## config.mk

```make
export PLATFORM = sky130hd
export DESIGN_NAME = cook_timer_ctrl
export DESIGN_NICKNAME = d
export VERILOG_FILES = /design/src/rtl/cook_timer_pkg.sv /design/src/rtl/bcd_mmss_counter.sv /design/src/rtl/cook_timer_ctrl.sv
export SDC_FILE = /design/constraint.sdc
export NUM_CORES = 1
export LEC_CHECK = 0
export BUFFER_PORTS_ARGS = -buffer_cell sky130_fd_sc_hd__buf_4
export CAP_MARGIN = 5
export CORE_MARGIN = 2
export CORE_UTILIZATION = 60
export CTS_CLUSTER_SIZE = 40
export DETAILED_ROUTE_END_ITERATION = 10
export PLACE_DENSITY = 0.8
export SYNTH_ARGS = -nofsm -noshare
export SYNTH_HDL_FRONTEND = slang
export SYNTH_SLANG_ARGS = --single-unit
```

## constraint.sdc

```tcl
create_clock -name clk -period 2.6 [get_ports clk]
set_input_delay 0.52 -clock clk [delete_from_list [all_inputs] [get_ports clk]]
set_output_delay 0.52 -clock clk [all_outputs]
set_load 0.02 [all_outputs]
```

## src/rtl/cook_timer_pkg.sv

```systemverilog
// Shared types and constants for the cook timer: state encoding, BCD limits,
// default alarm duration and BCD digit-pair increment/decrement helpers.
package cook_timer_pkg;

  localparam int ALARM_TICKS_DEFAULT = 60;

  localparam logic [7:0] BCD_MAX_MIN = 8'h59;
  localparam logic [7:0] BCD_MAX_SEC = 8'h59;

  typedef logic [2:0] state_t;

  localparam state_t ST_IDLE    = 3'd0;
  localparam state_t ST_CONFIG  = 3'd1;
  localparam state_t ST_PAUSED  = 3'd2;
  localparam state_t ST_RUNNING = 3'd3;
  localparam state_t ST_ALARM   = 3'd4;

  function automatic logic [7:0] bcd_inc(input logic [7:0] v, input logic [7:0] max);
    if (v == max) return 8'h00;
    if (v[3:0] == 4'd9) return {v[7:4] + 4'd1, 4'd0};
    return {v[7:4], v[3:0] + 4'd1};
  endfunction

  function automatic logic [7:0] bcd_dec(input logic [7:0] v, input logic [7:0] max);
    if (v == 8'h00) return max;
    if (v[3:0] == 4'd0) return {v[7:4] - 4'd1, 4'd9};
    return {v[7:4], v[3:0] - 4'd1};
  endfunction

endpackage

```

## src/rtl/bcd_mmss_counter.sv

```systemverilog
// Two-digit BCD MM:SS register; load has priority over decrement, which has
// priority over the (independent) minute/second increments.
module bcd_mmss_counter
  import cook_timer_pkg::*;
(
  input  logic       clk,
  input  logic       rst,
  input  logic       load,
  input  logic [7:0] load_min,
  input  logic [7:0] load_sec,
  input  logic       inc_min,
  input  logic       inc_sec,
  input  logic       dec,
  output logic [7:0] min_bcd,
  output logic [7:0] sec_bcd
);

  always_ff @(posedge clk or negedge rst) begin
    if (!rst) begin
      min_bcd <= 8'h00;
      sec_bcd <= 8'h00;
    end else if (load) begin
      min_bcd <= load_min;
      sec_bcd <= load_sec;
    end else if (dec) begin
      // Seconds at 00 borrow from minutes; caller never decrements 00:00.
      if (sec_bcd == 8'h00) begin
        sec_bcd <= BCD_MAX_SEC;
        min_bcd <= bcd_dec(min_bcd, BCD_MAX_MIN);
      end else begin
        sec_bcd <= bcd_dec(sec_bcd, BCD_MAX_SEC);
      end
    end else begin
      if (inc_min) min_bcd <= bcd_inc(min_bcd, BCD_MAX_MIN);
      if (inc_sec) sec_bcd <= bcd_inc(sec_bcd, BCD_MAX_SEC);
    end
  end

endmodule

```

## src/rtl/cook_timer_ctrl.sv

```systemverilog
// Kitchen timer controller: configure MM:SS, run a 1 Hz BCD countdown, then
// blink the alarm LED until acknowledged or ALARM_TICKS ticks have elapsed.
module cook_timer_ctrl
  import cook_timer_pkg::*;
#(
  parameter int ALARM_TICKS = ALARM_TICKS_DEFAULT
) (
  input  logic       clk,
  input  logic       rst,
  input  logic       tick_1hz,
  input  logic       enable,
  input  logic       cook_time,
  input  logic       start_pulse,
  input  logic       mins_pulse,
  input  logic       secs_pulse,
  output logic [7:0] min_bcd,
  output logic [7:0] sec_bcd,
  output logic       running,
  output logic       LED_on,
  output logic       LED_en
);

  localparam int CW = $clog2(ALARM_TICKS + 1);
  localparam logic [CW-1:0] CNT_END = CW'(ALARM_TICKS);

  state_t        state, state_nxt;
  logic          armed;
  logic [7:0]    preset_min, preset_sec, preset_min_nxt, preset_sec_nxt;
  logic [CW-1:0] alarm_cnt, cnt_nxt;
  logic          led_nxt;
  logic          load, dec, inc_min, inc_sec;
  logic          time_zero, at_one;

  assign time_zero = (min_bcd == 8'h00) && (sec_bcd == 8'h00);
  assign at_one    = (min_bcd == 8'h00) && (sec_bcd == 8'h01);

  always_comb begin
    state_nxt      = state;
    preset_min_nxt = preset_min;
    preset_sec_nxt = preset_sec;
    cnt_nxt        = alarm_cnt;
    led_nxt        = LED_on;
    load           = 1'b0;
    dec            = 1'b0;
    inc_min        = 1'b0;
    inc_sec        = 1'b0;
    // First edge after reset release only arms the controller.
    if (armed) begin
      if (cook_time) begin
        state_nxt = ST_CONFIG;
        led_nxt   = 1'b0;
        if (state == ST_CONFIG) begin
          inc_min = mins_pulse;
          inc_sec = secs_pulse;
        end
      end else begin
        case (state)
          ST_CONFIG: begin
            preset_min_nxt = min_bcd;
            preset_sec_nxt = sec_bcd;
            state_nxt      = time_zero ? ST_IDLE : ST_PAUSED;
          end
          ST_PAUSED: begin
            if (start_pulse) begin
              if (time_zero)   state_nxt = ST_IDLE;
              else if (enable) state_nxt = ST_RUNNING;
            end
          end
          ST_RUNNING: begin
            if (start_pulse || !enable) begin
              state_nxt = ST_PAUSED;
            end else if (tick_1hz) begin
              dec = 1'b1;
              if (at_one) begin
                state_nxt = ST_ALARM;
                led_nxt   = 1'b1;
                cnt_nxt   = '0;
              end
            end
          end
          ST_ALARM: begin
            // The last toggle stays visible for one clock before the exit.
            if (start_pulse || alarm_cnt == CNT_END) begin
              state_nxt = ST_IDLE;
              led_nxt   = 1'b0;
              load      = 1'b1;
            end else if (tick_1hz) begin
              led_nxt = !LED_on;
              cnt_nxt = alarm_cnt + CW'(1);
            end
          end
          ST_IDLE: ;
          default: state_nxt = ST_IDLE;
        endcase
      end
    end
  end

  always_ff @(posedge clk or negedge rst) begin
    if (!rst) begin
      armed      <= 1'b0;
      state      <= ST_IDLE;
      preset_min <= 8'h00;
      preset_sec <= 8'h00;
      alarm_cnt  <= '0;
      LED_on     <= 1'b0;
      running    <= 1'b0;
      LED_en     <= 1'b0;
    end else begin
      armed      <= 1'b1;
      state      <= state_nxt;
      preset_min <= preset_min_nxt;
      preset_sec <= preset_sec_nxt;
      alarm_cnt  <= cnt_nxt;
      LED_on     <= led_nxt;
      running    <= (state_nxt == ST_RUNNING);
      LED_en     <= enable;
    end
  end

  bcd_mmss_counter u_mmss (
    .clk      (clk),
    .rst      (rst),
    .load     (load),
    .load_min (preset_min),
    .load_sec (preset_sec),
    .inc_min  (inc_min),
    .inc_sec  (inc_sec),
    .dec      (dec),
    .min_bcd  (min_bcd),
    .sec_bcd  (sec_bcd)
  );

endmodule

```

### Yosys cells after proc, flatten, opt, wreduce, memory -nomap -nowiden

Cells that the tools add are included.

| word-level totals | value |
|---|---|
| flip-flop bits (word level) | 45 |
| input bits | 8 |
| output and inout port bits | 19 |
| logic and storage cells | 165 |

| cells by class | value |
|---|---|
| add/sub/neg operators | 9 |
| eq/ne operators | 23 |
| muxes and demuxes | 97 |
| bitwise operators | 1 |
| reductions and logical operators | 23 |

Operators by type and width:

| kind | count |
|---|---|
| $mux 8 | 23 |
| $mux 1 | 56 |
| $mux 6 | 5 |
| $mux 3 | 9 |
| $add 4x1->4 const B | 4 |
| $eq 8x7->1 const B | 2 |
| $logic_not 8->1 | 2 |
| $sub 4x1->4 const B | 4 |
| $pmux 3 s5 | 1 |
| $pmux 6 s2 | 1 |
| $ne 2x2->1 const B | 5 |
| $eq 3x2->1 const B | 3 |
| $ne 3x3->1 const B | 3 |
| $reduce_bool 3->1 | 3 |
| $eq 4x4->1 const B | 2 |
| $eq 8x1->1 const B | 1 |
| $logic_not 4->1 | 2 |
| $reduce_and 8->1 | 1 |
| $reduce_bool 4->1 | 2 |
| $add 6x1->6 const B | 1 |
| $eq 6x6->1 const B | 1 |
| $reduce_and 3->1 | 2 |
| $reduce_and 6->1 | 1 |
| $ne 5x2->1 const B | 1 |
| other kinds (15) | 18 |

### Logic depth before layout (Yosys ltp)

Gate-level depths: netlist of the first run.

| depth | value |
|---|---|
| word-level depth | 17 |
| mapped depth | 10 |
| depth with buffers taken out | 8 |

### Hierarchy

A second synthesis of the first run with hierarchy kept.

| second synthesis, totals | value |
|---|---|
| cells, all modules | 325 |
| area total of the unflattened synthesis | 3193.1 um^2 |

Modules (own cells, without submodules):

| module | instances | cells each | area an instance (um^2) | seq. area each (um^2) |
|---|---|---|---|---|
| bcd_mmss_counter | 1 | 188 | 1635.3 | 400.4 |
| cook_timer_ctrl | 1 | 137 | 1557.7 | 725.7 |

### Least setup slack after synthesis of the first run

Ideal clock, no wire load.

| path | value |
|---|---|
| path kind | flip-flop to flip-flop |
| from | register u_mmss.min_bcd[4] |
| to | register alarm_cnt[4] |
| library setup time | 0.069 ns |
| arrival | 2.171 ns |
| data required time | 2.531 ns |
| setup slack | 0.360 ns |
| stages on the path, launching flop included | 9 |
| buffers on the path | 0 |
| period minus slack after synthesis | 2.240 ns |
| path through | dfrtp_1 > inv_1 > ha_1 > nor3b_4 > and4_4 > and3_4 > o221ai_4 > or4_1 > nand3_1 |

| between the ends | value |
|---|---|
| word-level cells in the longest chain between the ends | 4 |

RTL lines:

| element | line | RTL |
|---|---|---|
| start, declared | bcd_mmss_counter.sv:14 | `output logic [7:0] min_bcd,` |
| start signal, assigned | bcd_mmss_counter.sv:23 | `min_bcd <= load_min;` |
| start signal, assigned | bcd_mmss_counter.sv:29 | `min_bcd <= bcd_dec(min_bcd, BCD_MAX_MIN);` |
| start signal, assigned | bcd_mmss_counter.sv:34 | `if (inc_min) min_bcd <= bcd_inc(min_bcd, BCD_MAX_MIN);` |
| $logic_not 8->1 | cook_timer_ctrl.sv:35 | `assign at_one = (min_bcd == 8'h00) && (sec_bcd == 8'h01);` |
| $logic_and 1x1->1 | cook_timer_ctrl.sv:35 |  |
| $ne 2x2->1 (no source line) | - |  |
| $reduce_and 8->1 (no source line) | - |  |
| end signal, assigned | cook_timer_ctrl.sv:114 | `alarm_cnt <= cnt_nxt;` |
| end, declared | cook_timer_ctrl.sv:29 | `logic [CW-1:0] alarm_cnt, cnt_nxt;` |

No other way between the ends.
A chain may end at the register's enable or synchronous reset.

### Worst setup path after layout of the first run

| path | value |
|---|---|
| from | register u_mmss.sec_bcd[4] |
| to | register alarm_cnt[5] |

| between the ends | value |
|---|---|
| word-level cells in the longest chain between the ends | 4 |

RTL lines:

| element | line | RTL |
|---|---|---|
| start, declared | bcd_mmss_counter.sv:15 | `output logic [7:0] sec_bcd` |
| start signal, assigned | bcd_mmss_counter.sv:24 | `sec_bcd <= load_sec;` |
| start signal, assigned | bcd_mmss_counter.sv:31 | `sec_bcd <= bcd_dec(sec_bcd, BCD_MAX_SEC);` |
| start signal, assigned | bcd_mmss_counter.sv:35 | `if (inc_sec) sec_bcd <= bcd_inc(sec_bcd, BCD_MAX_SEC);` |
| $eq 8x1->1 | cook_timer_ctrl.sv:35 |  |
| $logic_and 1x1->1 | cook_timer_ctrl.sv:35 |  |
| $ne 2x2->1 (no source line) | - |  |
| $reduce_and 8->1 (no source line) | - |  |

No other way between the ends.

==> results of run 1 <==
==> logic make-up (layout without fill, tap and decap cells) <==
family,count (synthesis),count (layout),synth area share [%]
XOR/XNOR,6,6,1.795
multiplexers,9,9,3.333
AND/OR/NAND/NOR,122,122,23.50
AO/OA/AOI/OAI,91,91,21.11
buffers and inverters,31,57,5.684
adder cells (fa/ha/maj),14,14,5.983
flip-flops,45,45,38.46
other,1,1,0.1281
==> repair_timing <==
item / 4_1_cts / 5_1_grt
gates resized for setup: 0 / 2
endpoints found under the hold margin: 0 / 0
endpoints found under the setup margin: 0 / 3
setup buffers: 0 / 1
==> metal layers <==
metal | routed length [um] | vias to the layer above
li1 | - | 1222
met1 | 2995 | 1201
met3 | 384 | 10
met2 | 3185 | 98
met4 | 106 | 0
met5 | 0 | -
==> state kept, by name (all words and copies together) (netlist names) <==
signal and flops:
preset_min 8, armed 1, preset_sec 8, u_mmss.min_bcd 8
alarm_cnt 6, state 3, u_mmss.sec_bcd 8, running 1
LED_on 1, LED_en 1
==> area by class of cell <==
type / count / area share (%)
flip-flops and latches: 45 / 34.48
well taps: 67 / 2.567
clock buffers: 7 / 2.950
multi-input cells: 243 / 50.42
repair buffers: 33 / 7.586
inverters: 16 / 1.839
clock inverters: 1 / 0.1533
==> power breakdown <==
group / leakage, nW / internal [mW] / switching (mW)
sequential: 0.584 / 0.836 / 0.177
combinational: 0.798 / 0.402 / 0.511
clock: 0.0542 / 0.240 / 0.233
total: 1.44 / 1.48 / 0.921
==> layout by cell type, fill, tap and decap left out, types with 8 or more instances in the layout <==
cell	netlist	layout
nand2_1	31	31
nand3_1	21	21
buf_4	5	33
nor3_1	8	8
a31oi_1	8	8
nor2_1	19	19
dfrtp_1	45	45
a21oi_1	15	15
ha_1	14	14
inv_1	16	16
o21ai_0	28	28
==> worst register-to-register path, stage by stage (launching register included) <==
cell,delay [ns]
dfrtp_1,0.48
inv_1,0.14
ha_1,0.25
nor3b_4,0.28
and4_4,0.28
and3_4,0.20
o221ai_4,0.15
or2_1,0.31
o31ai_2,0.25
==> path summary, 6_finish.rpt <==
kind                                         from                 to  cells after the start
max in group asynchronous                     rst  u_mmss.min_bcd[7]                      1
worst min-delay path                          rst  u_mmss.sec_bcd[0]                      1
worst min register to register      preset_min[2]      preset_min[2]                      2
worst max register to register  u_mmss.sec_bcd[4]       alarm_cnt[5]                      8
worst max-delay path            u_mmss.sec_bcd[4]       alarm_cnt[5]                      8
min in group clk                           enable             LED_en                      1
==> reports/summary.txt, run 1 <==
Grt ovf: 0
Post-route setup slack: 0.1748 ns
FP Rows: 25
First-pass GRT wire length: 11.21 mm
Dpl hpwl: 4.704 mm
Outcome: finished clean
Area Growth Syn to Fin: 11.54%
Post-synth EDFFs: 0
Highest clock rate: 412.3 MHz
Pwr/cell area: 734.9 mW/mm2
Post-Place Setup Slack: 0.1671 ns
Drt total wl: 6.671 mm
Final Hold Vio Count: 0
Least-Margin Pin Slew: 0.6058 ns
Placer Congestion: 0.8862
CTS sink count: 45
Top FF cell, synth: dfrtp_1
Post-route minimum period: 2.425 ns
Crit path max fanout: 9
H-tree lvl count: 2
Final setup vio count: 0
Cell with the largest stage delay on the worst path: dfrtp_1
Cells after DPL: 403
Normalized max-slew margin: 59.31%
CP Launch Type: flip-flop
Hold crit path type: primary input to async pin
Met1 Track Usage GR: 37.64%
Post-route DRC: 0
Most frequent cell after synthesis: dfrtp_1
Initial core utilization: 61.99%
NumNets Final: 366
CTS tree: built
Sequential area share after synthesis: 38.46%
Mapped Area: 0.002928 mm2
Total Power: 2.400 mW
Top Family by Delay on Critical Path: simple AND/OR/NAND/NOR gates
Die Wd: 73.86 um
Post-synthesis async set-or-reset flop share: 100.0%
Core area: 0.004723 mm2
Register-to-register setup slack: 0.17 ns
Clock Tree Buf Depth: 2
Max Cap Viol: 0
Initial antenna violation count: 0
Port buffer count: 26
Pins Over Slew Limit: 0
Max VDD drop: 0.5033 mV
Distinct cells, synth: 63
Syn nets: 341
Met2 global-route usage: 40.67%
GRT met3 Usage: 4.938%
Final Cycle Share: 93.28%
Leakage: 1.436 nW
Post-Layout Inst Area: 0.003266 mm2
First-pass iteration count of the detailed router: 5
Buf/Inv on CP: 1
Worst hold slack: 0.2154 ns
Endpoint class of the critical path: flip-flop
Layer carrying the most global-route usage: met2
Syn_area_per_cell: 9.178 um2
Share of the synthesized area in the top cell type: 38.46%
Footprint of the multi-input gates: 0.001647 mm2
RSZ-0062 raised after global routing: false
Yosys top cell by area: dfrtp_1
Clock-pin slew on the worst setup and hold paths: 0.08 ns
Vias/cell: 6.143
DIE HEIGHT: 73.86 um
Worst-path cell chain: inv_1 -> ha_1 -> nor3b_4 -> and4_4 -> and3_4 -> o221ai_4 -> or2_1 -> o31ai_2
Setup TNS: 0 ns
Ant diodes: 0
Die ar.: 0.005455 mm2
Iter 0 DRT Violations: 289
Non-Filler Instances: 412
Syn Inst Count: 319
WS Path Type: flip-flop to flip-flop
FF+latch area: 0.001126 mm2
Most frequent cells after synthesis: dfrtp_1 (45), nand2_1 (31), o21ai_0 (28)
Layout cells sized above 1: 17.97%
Skew final: 0.007470 ns
Post-route ant nets: 0
Largest cells by area after synthesis: dfrtp_1 (38%), ha_1 (6.0%), o21ai_0 (4.8%)
CTS root buffer: clkbuf_8
# hold bufs at CTS: 0
Total global routing track utilization: 26.64%
TritonCTS buffer count: 5
Clk_lat worst skew: 0.30 ns
Largest net degree at the start of global routing: 46
Fill cells: 385
WP data arrival: 2.64 ns
Area of placed instances: 0.003146 mm2
Drt wl/cell: 16.19 um
Io pins: 27
Crit-path max cell delay: 0.48 ns
Required @ worst endpoint: 2.81 ns
Vias in the first global route: 2322
Vias: 2531
Yosys warning total: 0
Finished Core Util: 69.14%
Register bit total from synthesis: 45
(Power assumes the default switching activity.)
==> inputs of run 2 (changes only) <==
- CORE_UTILIZATION: 60 -> 54
- PLACE_DENSITY: 0.8 -> 0.76
- clock period: 2.6 -> 2 ns (I/O delays scaled with it)
==> reports/summary.txt, run 2 (synthesis gave the netlist of run 1 again) <==
FF+latch area: 0.001135 mm2
Grt ovf: 0
Die ar.: 0.006027 mm2
Final setup vio count: 2
First-pass GRT wire length: 12.52 mm
Iter 0 DRT Violations: 315
Post-route setup slack: -0.01177 ns
Setup TNS: -0.01358 ns
TritonCTS buffer count: 5
Drt wl/cell: 16.26 um
Cells after DPL: 462
RSZ-0062 raised after global routing: true
DIE HEIGHT: 77.64 um
Fill cells: 355
Non-Filler Instances: 479
Io pins: 27
Largest net degree at the start of global routing: 46
H-tree lvl count: 2
Port buffer count: 26
Area Growth Syn to Fin: 33.38%
Initial antenna violation count: 0
Endpoint class of the critical path: flip-flop
Area of placed instances: 0.003637 mm2
Initial core utilization: 56.60%
Pwr/cell area: 895.6 mW/mm2
CTS sink count: 45
CTS root buffer: clkbuf_8
Failing checks: setup timing
WP data arrival: 2.23 ns
Commonest cells after routing, fill and taps aside: buf_4 (94), dfrtp_1 (38), nand2_1 (29), o21ai_0 (23), nand3_1 (19)
Clk_lat worst skew: 0.31 ns
Ant diodes: 0
Post-route minimum period: 2.012 ns
Vias in the first global route: 2622
Layout cells sized above 1: 39.61%
Max Cap Viol: 0
# hold bufs at CTS: 0
Clock Tree Buf Depth: 2
Clock-pin slew on the worst setup and hold paths: 0.09 ns
Vias/cell: 5.967
Most common cell after layout, fill and taps aside: buf_4
Core area: 0.005172 mm2
Post-route DRC: 0
CTS tree: built
Skew final: 0.003911 ns
Final Cycle Share: 100.6%
Outcome: complete, but fails checks
Total global routing track utilization: 26.10%
Least-Margin Pin Slew: 0.5741 ns
Highest clock rate: 497.1 MHz
Normalized max-slew margin: 61.73%
Footprint of the multi-input gates: 0.001803 mm2
Post-Layout Inst Area: 0.003905 mm2
Dpl hpwl: 5.292 mm
Hold crit path type: primary input to async pin
Drt total wl: 7.787 mm
Max VDD drop: 0.6812 mV
Vias: 2858
CP Launch Type: flip-flop
First-pass iteration count of the detailed router: 5
Total Power: 3.497 mW
Crit path max fanout: 10
Die Wd: 77.64 um
Leakage: 1.760 nW
FP Rows: 26
NumNets Final: 430
Placer Congestion: 0.9548
Post-route ant nets: 0
Pins Over Slew Limit: 0
Final Hold Vio Count: 0
Required @ worst endpoint: 2.21 ns
WS Path Type: flip-flop to flip-flop
-- run 2: changes by cell type in the layout (fill, tap and decap cells not counted), sizes merged --
cell    previous run  this run
and2               4         5
clkbuf             7         6
buf               33        96
clkinv             1         2
-- run 2: worst max-delay path: stages, from the launching register on --
cell,delay (ns)
dfrtp_2,0.47
nor4bb_2,0.30
nand4_1,0.27
o22ai_1,0.25
nor2_2,0.07
buf_4,0.17
and4_1,0.17
a211oi_1,0.21
-- run 2: layout make-up --
cell class	instances	area share, %
sequential	45	29.06
inverter	16	1.538
clock inverter	2	0.2563
multi-input combinational	244	46.17
tap	70	2.243
clock buffer	6	1.858
timing repair buffer	96	18.87
-- run 2: per-layer routing --
layer	GRT usage [%]	part of all wire, %	vias up
met5	0	0	-
met4	8.571	1.9	0
met3	4.419	5.1	18
met2	41.81	47	119
met1	36.00	46	1372
li1	-	-	1349
-- run 2: worst paths after layout --
path | start | to | slack, ns | cells past startpoint
max reg2reg | state[2] | u_mmss.min_bcd[4] | -0.01 | 7
min in group clk | enable | LED_en | 0.32 | 2
min reg2reg | preset_sec[0] | preset_sec[0] | 0.50 | 2
max | state[2] | u_mmss.min_bcd[4] | -0.01 | 7
min | rst | alarm_cnt[1] | 0.08 | 1
max in group asynchronous | rst | u_mmss.min_bcd[1] | 1.50 | 1
-- run 2: repair_timing --
item,CTS,global route
setup endpoints to repair,8,20
buffers inserted,2,6
resized for setup,3,28
pin swaps,4,9
gates cloned,0,1
-- run 2: per-stage QoR --
stage	util, %	hold slack, ns	setup slack, ns
5_1_grt	75.50	0.1347	-0.1122
2_1_floorplan	-	0.1044	-0.06114
4_1_cts	72.38	0.1058	-0.01795
3_3_place_gp	70.32	0.4382	-0.01433
3_5_place_dp	70.32	0.4394	-0.05954
6_report	75.50	0.08247	-0.01177
-- run 2: power breakdown --
part | internal (mW) | total, mW | switching [mW]
clock network | 0.243 | 0.572 | 0.329
logic | 0.820 | 1.68 | 0.858
registers | 1.09 | 1.25 | 0.153
total | 2.16 | 3.50 | 1.34
==> inputs of run 3 (changes only) <==
- CORE_UTILIZATION: 54 -> 60
- PLACE_DENSITY: 0.76 -> 0.8
- clock period: 2 -> 2.08 ns (I/O delays scaled with it)
==> reports/summary.txt, run 3 (synthesis gave the netlist of run 1 again) <==
TritonCTS buffer count: 5
Outcome: complete, but fails checks
Max Cap Viol: 0
CTS sink count: 45
Vias/cell: 6.242
WP data arrival: 2.33 ns
Ant diodes: 0
Die ar.: 0.005455 mm2
H-tree lvl count: 2
RSZ-0062 raised after global routing: true
Finished Core Util: 82.99%
Fill cells: 279
Clk_lat worst skew: 0.31 ns
Max VDD drop: 0.6954 mV
Post-route DRC: 0
Io pins: 27
Clock-pin slew on the worst setup and hold paths: 0.10 ns
DIE HEIGHT: 73.86 um
Required @ worst endpoint: 2.26 ns
Initial antenna violation count: 0
Drt total wl: 8.679 mm
Final Cycle Share: 103.0%
Crit path max fanout: 5
CTS tree: built
CP Launch Type: flip-flop
First-pass iteration count of the detailed router: 7
Most common cell after layout, fill and taps aside: buf_4
Vias in the first global route: 2702
Post-Place Setup Slack: -0.06711 ns
Grt ovf: 0
First-pass GRT wire length: 12.65 mm
Dpl hpwl: 5.431 mm
Final setup vio count: 2
Normalized max-slew margin: 61.32%
Port buffer count: 26
Final Hold Vio Count: 0
Clock Tree Buf Depth: 2
Setup TNS: -0.06513 ns
Post-Layout Inst Area: 0.003920 mm2
Post-route ant nets: 0
Iter 0 DRT Violations: 338
Endpoint class of the critical path: flip-flop
NumNets Final: 425
Post-route setup slack: -0.06158 ns
Skew final: 0.01232 ns
WS Path Type: flip-flop to flip-flop
Core area: 0.004723 mm2
# hold bufs at CTS: 0
Initial core utilization: 61.99%
CTS root buffer: clkbuf_8
Pwr/cell area: 870.8 mW/mm2
Vias: 2940
Pins Over Slew Limit: 0
Largest net degree at the start of global routing: 46
Least-Margin Pin Slew: 0.5802 ns
Hold crit path type: primary input to async pin
Failing checks: setup timing
FP Rows: 25
Total global routing track utilization: 29.84%
Placer Congestion: 0.9777
Layout cells sized above 1: 40.59%
Highest clock rate: 466.9 MHz
Commonest cells after routing, fill and taps aside: buf_4 (89), dfrtp_1 (37), nand2_1 (31), o21ai_0 (26), nand3_1 (20)
Leakage: 1.762 nW
Die Wd: 73.86 um
Area of placed instances: 0.003570 mm2
Drt wl/cell: 18.43 um
Area Growth Syn to Fin: 33.89%
Post-route minimum period: 2.142 ns
==> run 3: layer usage <==
layer | global-route usage [%] | part of all wire [%] | vias up
li1 | - | - | 1343
met1 | 40.14 | 42 | 1434
met2 | 48.61 | 50 | 141
met3 | 5.487 | 6.0 | 22
met4 | 9.495 | 2.2 | 0
met5 | 0 | 0 | -
==> run 3: critical path, cell delays in order, from the launching register on <==
cell and delay (ns):
dfrtp_2 0.43, inv_2 0.09, ha_4 0.14, nor3b_4 0.22, and4_4 0.25, and3_4 0.19, o221ai_4 0.14, buf_4 0.19
o21ai_0 0.26, o21ai_1 0.11
==> run 3: path summary, 6_finish.rpt <==
check	start	endpoint	slack (ns)	depth (start not counted)
max	u_mmss.min_bcd[5]	alarm_cnt[2]	-0.06	9
min reg2reg	preset_sec[1]	preset_sec[1]	0.50	2
max reg2reg	u_mmss.min_bcd[5]	alarm_cnt[2]	-0.06	9
min in group clk	enable	LED_en	0.34	2
max in group asynchronous	rst	state[2]	1.55	1
min	rst	preset_sec[1]	0.10	1
==> run 3: repair_timing <==
| action | CTS | global route |
|---|---|---|
| pin swaps | 1 | 17 |
| buffers inserted | 0 | 12 |
| endpoints found under the setup margin | 5 | 18 |
| resized for setup | 6 | 32 |
==> run 3: through the flow <==
stage	instances	total power [mW]	hold WS (ns)
after CTS	459	3.277	0.1250
after global routing	471	3.600	0.1403
after floorplan	319	2.118	0.1204
final	471	3.413	0.1029
after detailed placement	451	2.681	0.4535
after global placement	451	2.637	0.4503
==> run 3: power by group <==
group | leakage [nW] | switching (mW) | internal (mW)
Combinational | 1.14 | 0.856 | 0.730
Clock | 0.0512 | 0.328 | 0.270
Sequential | 0.574 | 0.178 | 1.05
==> run 3: area by class of cell <==
| class | count | area [um2] | area share, % |
|---|---|---|---|
| sequential | 45 | 1136 | 28.98 |
| multi-input combinational | 243 | 1833 | 46.76 |
| clock inverter | 2 | 13.76 | 0.3511 |
| timing repair buffer | 92 | 710.7 | 18.13 |
| inverter | 16 | 60.06 | 1.532 |
| clock buffer | 6 | 82.58 | 2.107 |
| tap | 67 | 83.83 | 2.139 |
